==> src/rtl/seq_signed_divider_if.sv <==
// seq_signed_divider_if: operand and result valid/ready channels of the sequential signed divider.
interface seq_signed_divider_if #(parameter int DW = 8, parameter int VW = 4);
  logic          in_valid;
  logic          in_ready;
  logic [DW-1:0] dividend;
  logic [VW-1:0] divisor;
  logic          out_valid;
  logic          out_ready;
  logic [DW-1:0] quotient;
  logic [VW:0]   remainder;
  logic          div_by_zero;
  modport master (output in_valid, dividend, divisor, out_ready,
                  input in_ready, out_valid, quotient, remainder, div_by_zero);
  modport slave (input in_valid, dividend, divisor, out_ready,
                 output in_ready, out_valid, quotient, remainder, div_by_zero);
endinterface

==> src/rtl/seq_signed_divider.sv <==
// seq_signed_divider: restoring divider, signed DW-bit dividend by unsigned VW-bit divisor, one quotient bit per cycle.
module seq_signed_divider #(parameter int DW = 8, parameter int VW = 4) (
  input logic clk,
  input logic rst_n,
  seq_signed_divider_if.slave bus
);
  localparam int CW = $clog2(DW);
  localparam logic [CW-1:0] CMAX = CW'(DW - 1);
  typedef enum logic [1:0] {IDLE, CALC, FIX, DONE} state_t;
  state_t state;
  logic [DW-1:0] mag, q, quotient;
  logic [VW:0] p, remainder;
  logic [VW-1:0] dvs;
  logic [CW-1:0] cnt;
  logic neg, out_valid, div_by_zero;
  logic [VW:0] sh;
  logic ge;
  assign sh = {p[VW-1:0], mag[DW-1]};
  assign ge = sh >= {1'b0, dvs};
  // in_ready is gated by rst_n so it reads low while reset is held
  assign bus.in_ready = rst_n & (state == IDLE);
  assign bus.out_valid = out_valid;
  assign bus.quotient = quotient;
  assign bus.remainder = remainder;
  assign bus.div_by_zero = div_by_zero;
  always_ff @(posedge clk or negedge rst_n) begin
    if (!rst_n) begin
      state <= IDLE;
      mag <= '0;
      q <= '0;
      p <= '0;
      dvs <= '0;
      cnt <= '0;
      neg <= 1'b0;
      out_valid <= 1'b0;
      quotient <= '0;
      remainder <= '0;
      div_by_zero <= 1'b0;
    end else begin
      case (state)
        IDLE: if (bus.in_valid) begin
          neg <= bus.dividend[DW-1];
          mag <= bus.dividend[DW-1] ? -bus.dividend : bus.dividend;
          dvs <= bus.divisor;
          p <= '0;
          q <= '0;
          cnt <= CMAX;
          if (bus.divisor == '0) begin
            quotient <= '0;
            remainder <= '0;
            div_by_zero <= 1'b1;
            out_valid <= 1'b1;
            state <= DONE;
          end else begin
            state <= CALC;
          end
        end
        CALC: begin
          p <= ge ? sh - {1'b0, dvs} : sh;
          q <= {q[DW-2:0], ge};
          mag <= mag << 1;
          cnt <= cnt - 1'b1;
          state <= (cnt == '0) ? FIX : CALC;
        end
        FIX: begin
          quotient <= neg ? -q : q;
          remainder <= neg ? -p : p;
          div_by_zero <= 1'b0;
          out_valid <= 1'b1;
          state <= DONE;
        end
        DONE: if (bus.out_ready) begin
          out_valid <= 1'b0;
          state <= IDLE;
        end
      endcase
    end
  end
endmodule

==> src/flat_wrapper.sv <==
// flat-port wrapper written by rule: the top's interface ports become plain ports
module seq_signed_divider_flat 
#(parameter int DW = 8, parameter int VW = 4)
  (clk, rst_n, bus_in_valid, bus_dividend, bus_divisor, bus_out_ready, bus_in_ready, bus_out_valid, bus_quotient, bus_remainder, bus_div_by_zero);
  seq_signed_divider_if #(.DW(DW), .VW(VW)) bus_i ();
  input logic clk;
  input logic rst_n;
  input wire logic [$bits(bus_i.in_valid)-1:0] bus_in_valid;
  input wire logic [$bits(bus_i.dividend)-1:0] bus_dividend;
  input wire logic [$bits(bus_i.divisor)-1:0] bus_divisor;
  input wire logic [$bits(bus_i.out_ready)-1:0] bus_out_ready;
  output wire logic [$bits(bus_i.in_ready)-1:0] bus_in_ready;
  output wire logic [$bits(bus_i.out_valid)-1:0] bus_out_valid;
  output wire logic [$bits(bus_i.quotient)-1:0] bus_quotient;
  output wire logic [$bits(bus_i.remainder)-1:0] bus_remainder;
  output wire logic [$bits(bus_i.div_by_zero)-1:0] bus_div_by_zero;
  assign bus_i.in_valid = bus_in_valid;
  assign bus_i.dividend = bus_dividend;
  assign bus_i.divisor = bus_divisor;
  assign bus_i.out_ready = bus_out_ready;
  assign bus_in_ready = bus_i.in_ready;
  assign bus_out_valid = bus_i.out_valid;
  assign bus_quotient = bus_i.quotient;
  assign bus_remainder = bus_i.remainder;
  assign bus_div_by_zero = bus_i.div_by_zero;
  seq_signed_divider #(.DW(DW), .VW(VW)) u_core (.clk(clk), .rst_n(rst_n), .bus(bus_i));
endmodule
==> config.mk <==
export PLATFORM = sky130hd
export DESIGN_NAME = seq_signed_divider_flat
export DESIGN_NICKNAME = d
export VERILOG_FILES = /design/src/rtl/seq_signed_divider_if.sv /design/src/rtl/seq_signed_divider.sv /design/src/flat_wrapper.sv
export SDC_FILE = /design/constraint.sdc
export NUM_CORES = 1
export LEC_CHECK = 0
export BUFFER_PORTS_ARGS = -buffer_cell sky130_fd_sc_hd__buf_2
export CORE_MARGIN = 4
export CORE_UTILIZATION = 40
export CTS_CLUSTER_SIZE = 12
export DETAILED_ROUTE_END_ITERATION = 16
export PLACE_DENSITY = 0.63
export SLEW_MARGIN = 20
export SYNTH_ARGS = -nofsm -noshare
export SYNTH_HDL_FRONTEND = slang
export SYNTH_SLANG_ARGS = --single-unit
==> constraint.sdc <==
create_clock -name clk -period 3.45 [get_ports clk]
set_input_delay 0.1725 -clock clk [delete_from_list [all_inputs] [get_ports clk]]
set_output_delay 0.1725 -clock clk [all_outputs]
set_load 0.05 [all_outputs]
==> impl_metrics.tcl <==
set metrics [dict create \
    grt_max_degree 47 \
    vias 1871 \
    path_buf_inv 0 \
    whs_ns 0.0337 \
    io_pins 32 \
    slew_viol_final 0 \
    critPathKind "reg2reg" \
    hold_path.class "in2async" \
    critPathArrivalTime_ns 2.17 \
    hpwl_mm 3.51 \
    n_antenna_cell 0 \
    cts_resized 0 \
    rsz0062_at_grt "no" \
    start_util 0.411 \
    die_h_um 85.7 \
    grtUsageMet1 0.185 \
    avgSynthCellArea_um2 9.55 \
    synthesis.instances 253 \
    use_met2 0.238 \
    final_layout_size_suffix_gt1_frac 0.154 \
    post-cts-setup-buffer-count 0 \
    synth.distinct_cells 47 \
    fp.dieW_um 85.7 \
    syn_nets 279 \
    drv_cap 0 \
    grt_pass1_wl_mm 8.49 \
    status "complete, no violations" \
    grt_pass1_vias 1806 \
    port_buffers 31 \
    seq_area_frac_synth 0.476 \
    period_minus_slack_ns 1.99 \
    multiInputGateArea_um2 1150 \
    tns_ns 0 \
    synth_area_um2 2420 \
    drt-pass1-iter-count 6 \
    grt.total_usage 0.144 \
    instances_no_fill 355 \
    wl_per_cell_um 13.5 \
    cts_sinks 46 \
    grt_overflow 0 \
    synth-seq-cells 46 \
    power_leakage_nw 1.30 \
    routed_via_density 5.27 \
    fmax_mhz 502 \
    setup_viol 0 \
    finalWirelength_mm 4.79 \
    core_um2 5890 \
    die_area_um2 7350 \
    end_kind "register" \
    crit_required_ns 3.63 \
    fin_area_um2 2740 \
    worstPathMaxFanout 5 \
    syn_to_final_growth_pct 13.4 \
    drt_iter0_drc 146 \
    dpl_cell_area_um2 2620 \
    max_slew_margin 0.402 \
    cts_root_buffer "clkbuf_8" \
    finalHoldViolCount 0 \
    crit_chain "ha_1, a21oi_1, a31oi_1, nand2b_1, a221o_1" \
    place_congestion 0.844 \
    tightest_slew_ns 0.894 \
    cellPowerDensity_nw_per_um2 1020 \
    clk_pin_slew_ns 0.08 \
    synth_edf_count 0 \
    crit_family "compound AO/OA/AOI/OAI gates" \
    drc 0 \
    grt-busiest-layer "met2" \
    slowest_stage "dfrtp_1" \
    yosysWarnings 0 \
    rows 28 \
    skew_ns 0.00593 \
    nNetsFinal 306 \
    async_flop_share 1.00 \
    slowest_delay_ns 0.43 \
    register_area_um2 1150 \
    start_kind "register" \
    synth_flop_cell "dfrtp_1" \
    cts_buffers 5 \
    ant_nets 0 \
    hold_buffers 0 \
    fillers 583 \
    clkLatencyLatePin_ns 0.29 \
    use_met3 0.0365 \
    antenna_found_initial 0 \
    cts_tree "yes" \
    period_share 0.577 \
    cts_buffer_depth 2 \
    htree_levels 2 \
    place_inst 348 \
    vdd_ir_drop_max_mv 0.429 \
]
==> synthesized netlist by cell type (all sizes together), types with 3 or more instances <==
library cell  number  area (um2)
dfrtp             46        1150
nand2             44         165
o21ai             18        90.1
inv               16        60.1
o22ai             14        87.6
xor2              10        87.6
ha                 9         113
nand3              9        45.0
clkbuf             8        30.0
nor2               8        30.0
xnor2              6        52.6
a21oi              5        25.0
buf                5        26.3
nand2b             5        31.3
a22oi              4        30.0
o31ai              4        30.0
a31oi              3        18.8
mux2i              3        30.0
nor2b              3        18.8
o41ai              3        45.1
==> report_power, final <==
group / internal (W) / total (W) / switching, W
Sequential: 0.000770 / 0.000981 / 0.000210
Clock: 0.000232 / 0.000401 / 0.000169
Combinational: 0.000531 / 0.00143 / 0.000894
==> through the flow <==
step | power [W] | utilization | worst slack (ns)
global route | 0.00306 | 0.466 | 1.36
CTS | 0.00283 | 0.465 | 1.48
detailed placement | 0.00242 | 0.446 | 1.44
finish | 0.00281 | 0.466 | 1.46
global placement | 0.00241 | 0.446 | 1.49
floorplan | 0.00212 | - | 1.70
==> area by class of cell <==
cell class / count / area share
inverters: 17 / 0.0233
well taps: 75 / 0.0342
multi-input cells: 177 / 0.419
flip-flops and latches: 46 / 0.420
repair buffers: 33 / 0.0621
clock inverters: 1 / 0.0110
clock buffers: 6 / 0.0301
==> cells in the final DEF (no fill, tap or decap), drive strengths merged, types with 3 or more instances in the layout <==
master / Yosys / layout
dfrtp: 46 / 46
o21ai: 18 / 18
o31ai: 4 / 4
nand3: 9 / 9
a21oi: 5 / 5
inv: 16 / 16
nor2: 8 / 8
xor2: 10 / 10
mux2i: 3 / 3
o41ai: 3 / 3
nor2b: 3 / 3
clkbuf: 8 / 6
xnor2: 6 / 6
buf: 5 / 33
nand2: 44 / 44
a31oi: 3 / 3
ha: 9 / 9
a22oi: 4 / 4
nand2b: 5 / 5
o22ai: 14 / 14
==> metal layers <==
layer  part of all wire  up-vias  wire [um]
li1                   -      949          -
met1               0.47      877       2250
met2               0.47       43       2280
met3              0.045        2        215
met4             0.0098        0         47
met5                  0        -          0
==> registers in the layout, indices dropped and copies added, names as in the netlist <==
register / cells
u_core.p: 5
u_core.bus.div_by_zero: 1
u_core.state: 2
u_core.cnt: 3
u_core.neg: 1
u_core.bus.remainder: 5
u_core.bus.quotient: 8
u_core.q: 8
u_core.bus.out_valid: 1
u_core.dvs: 4
u_core.mag: 8
==> cells by family (layout without fill, tap and decap cells) <==
group / after synthesis / in the layout / share of synthesized area
adders and majority gates: 10 / 10 / 0.0549
and+or+nand+nor: 82 / 82 / 0.160
muxes: 3 / 3 / 0.0124
DFF: 46 / 46 / 0.476
AOI/OAI and AO/OA: 66 / 66 / 0.189
buffers and inverters: 30 / 57 / 0.0497
xor gates and xnor gates: 16 / 16 / 0.0580
==> worst paths after layout <==
| path | start | to | slack [ns] | cells past startpoint |
|---|---|---|---|---|
| setup / recovery | u_core.p[1] | u_core.p[0] | 1.46 | 5 |
| hold / removal | rst_n | u_core.bus.remainder[1] | 0.03 | 2 |
| setup reg to reg | u_core.p[1] | u_core.p[0] | 1.46 | 5 |
| hold reg to reg | u_core.bus.out_valid | u_core.bus.out_valid | 0.47 | 1 |
| max in group asynchronous | rst_n | u_core.state[1] | 3.02 | 2 |
| min in group clk | bus_divisor[0] | u_core.dvs[0] | 0.09 | 3 |
Power figures use the tool's default switching activity.
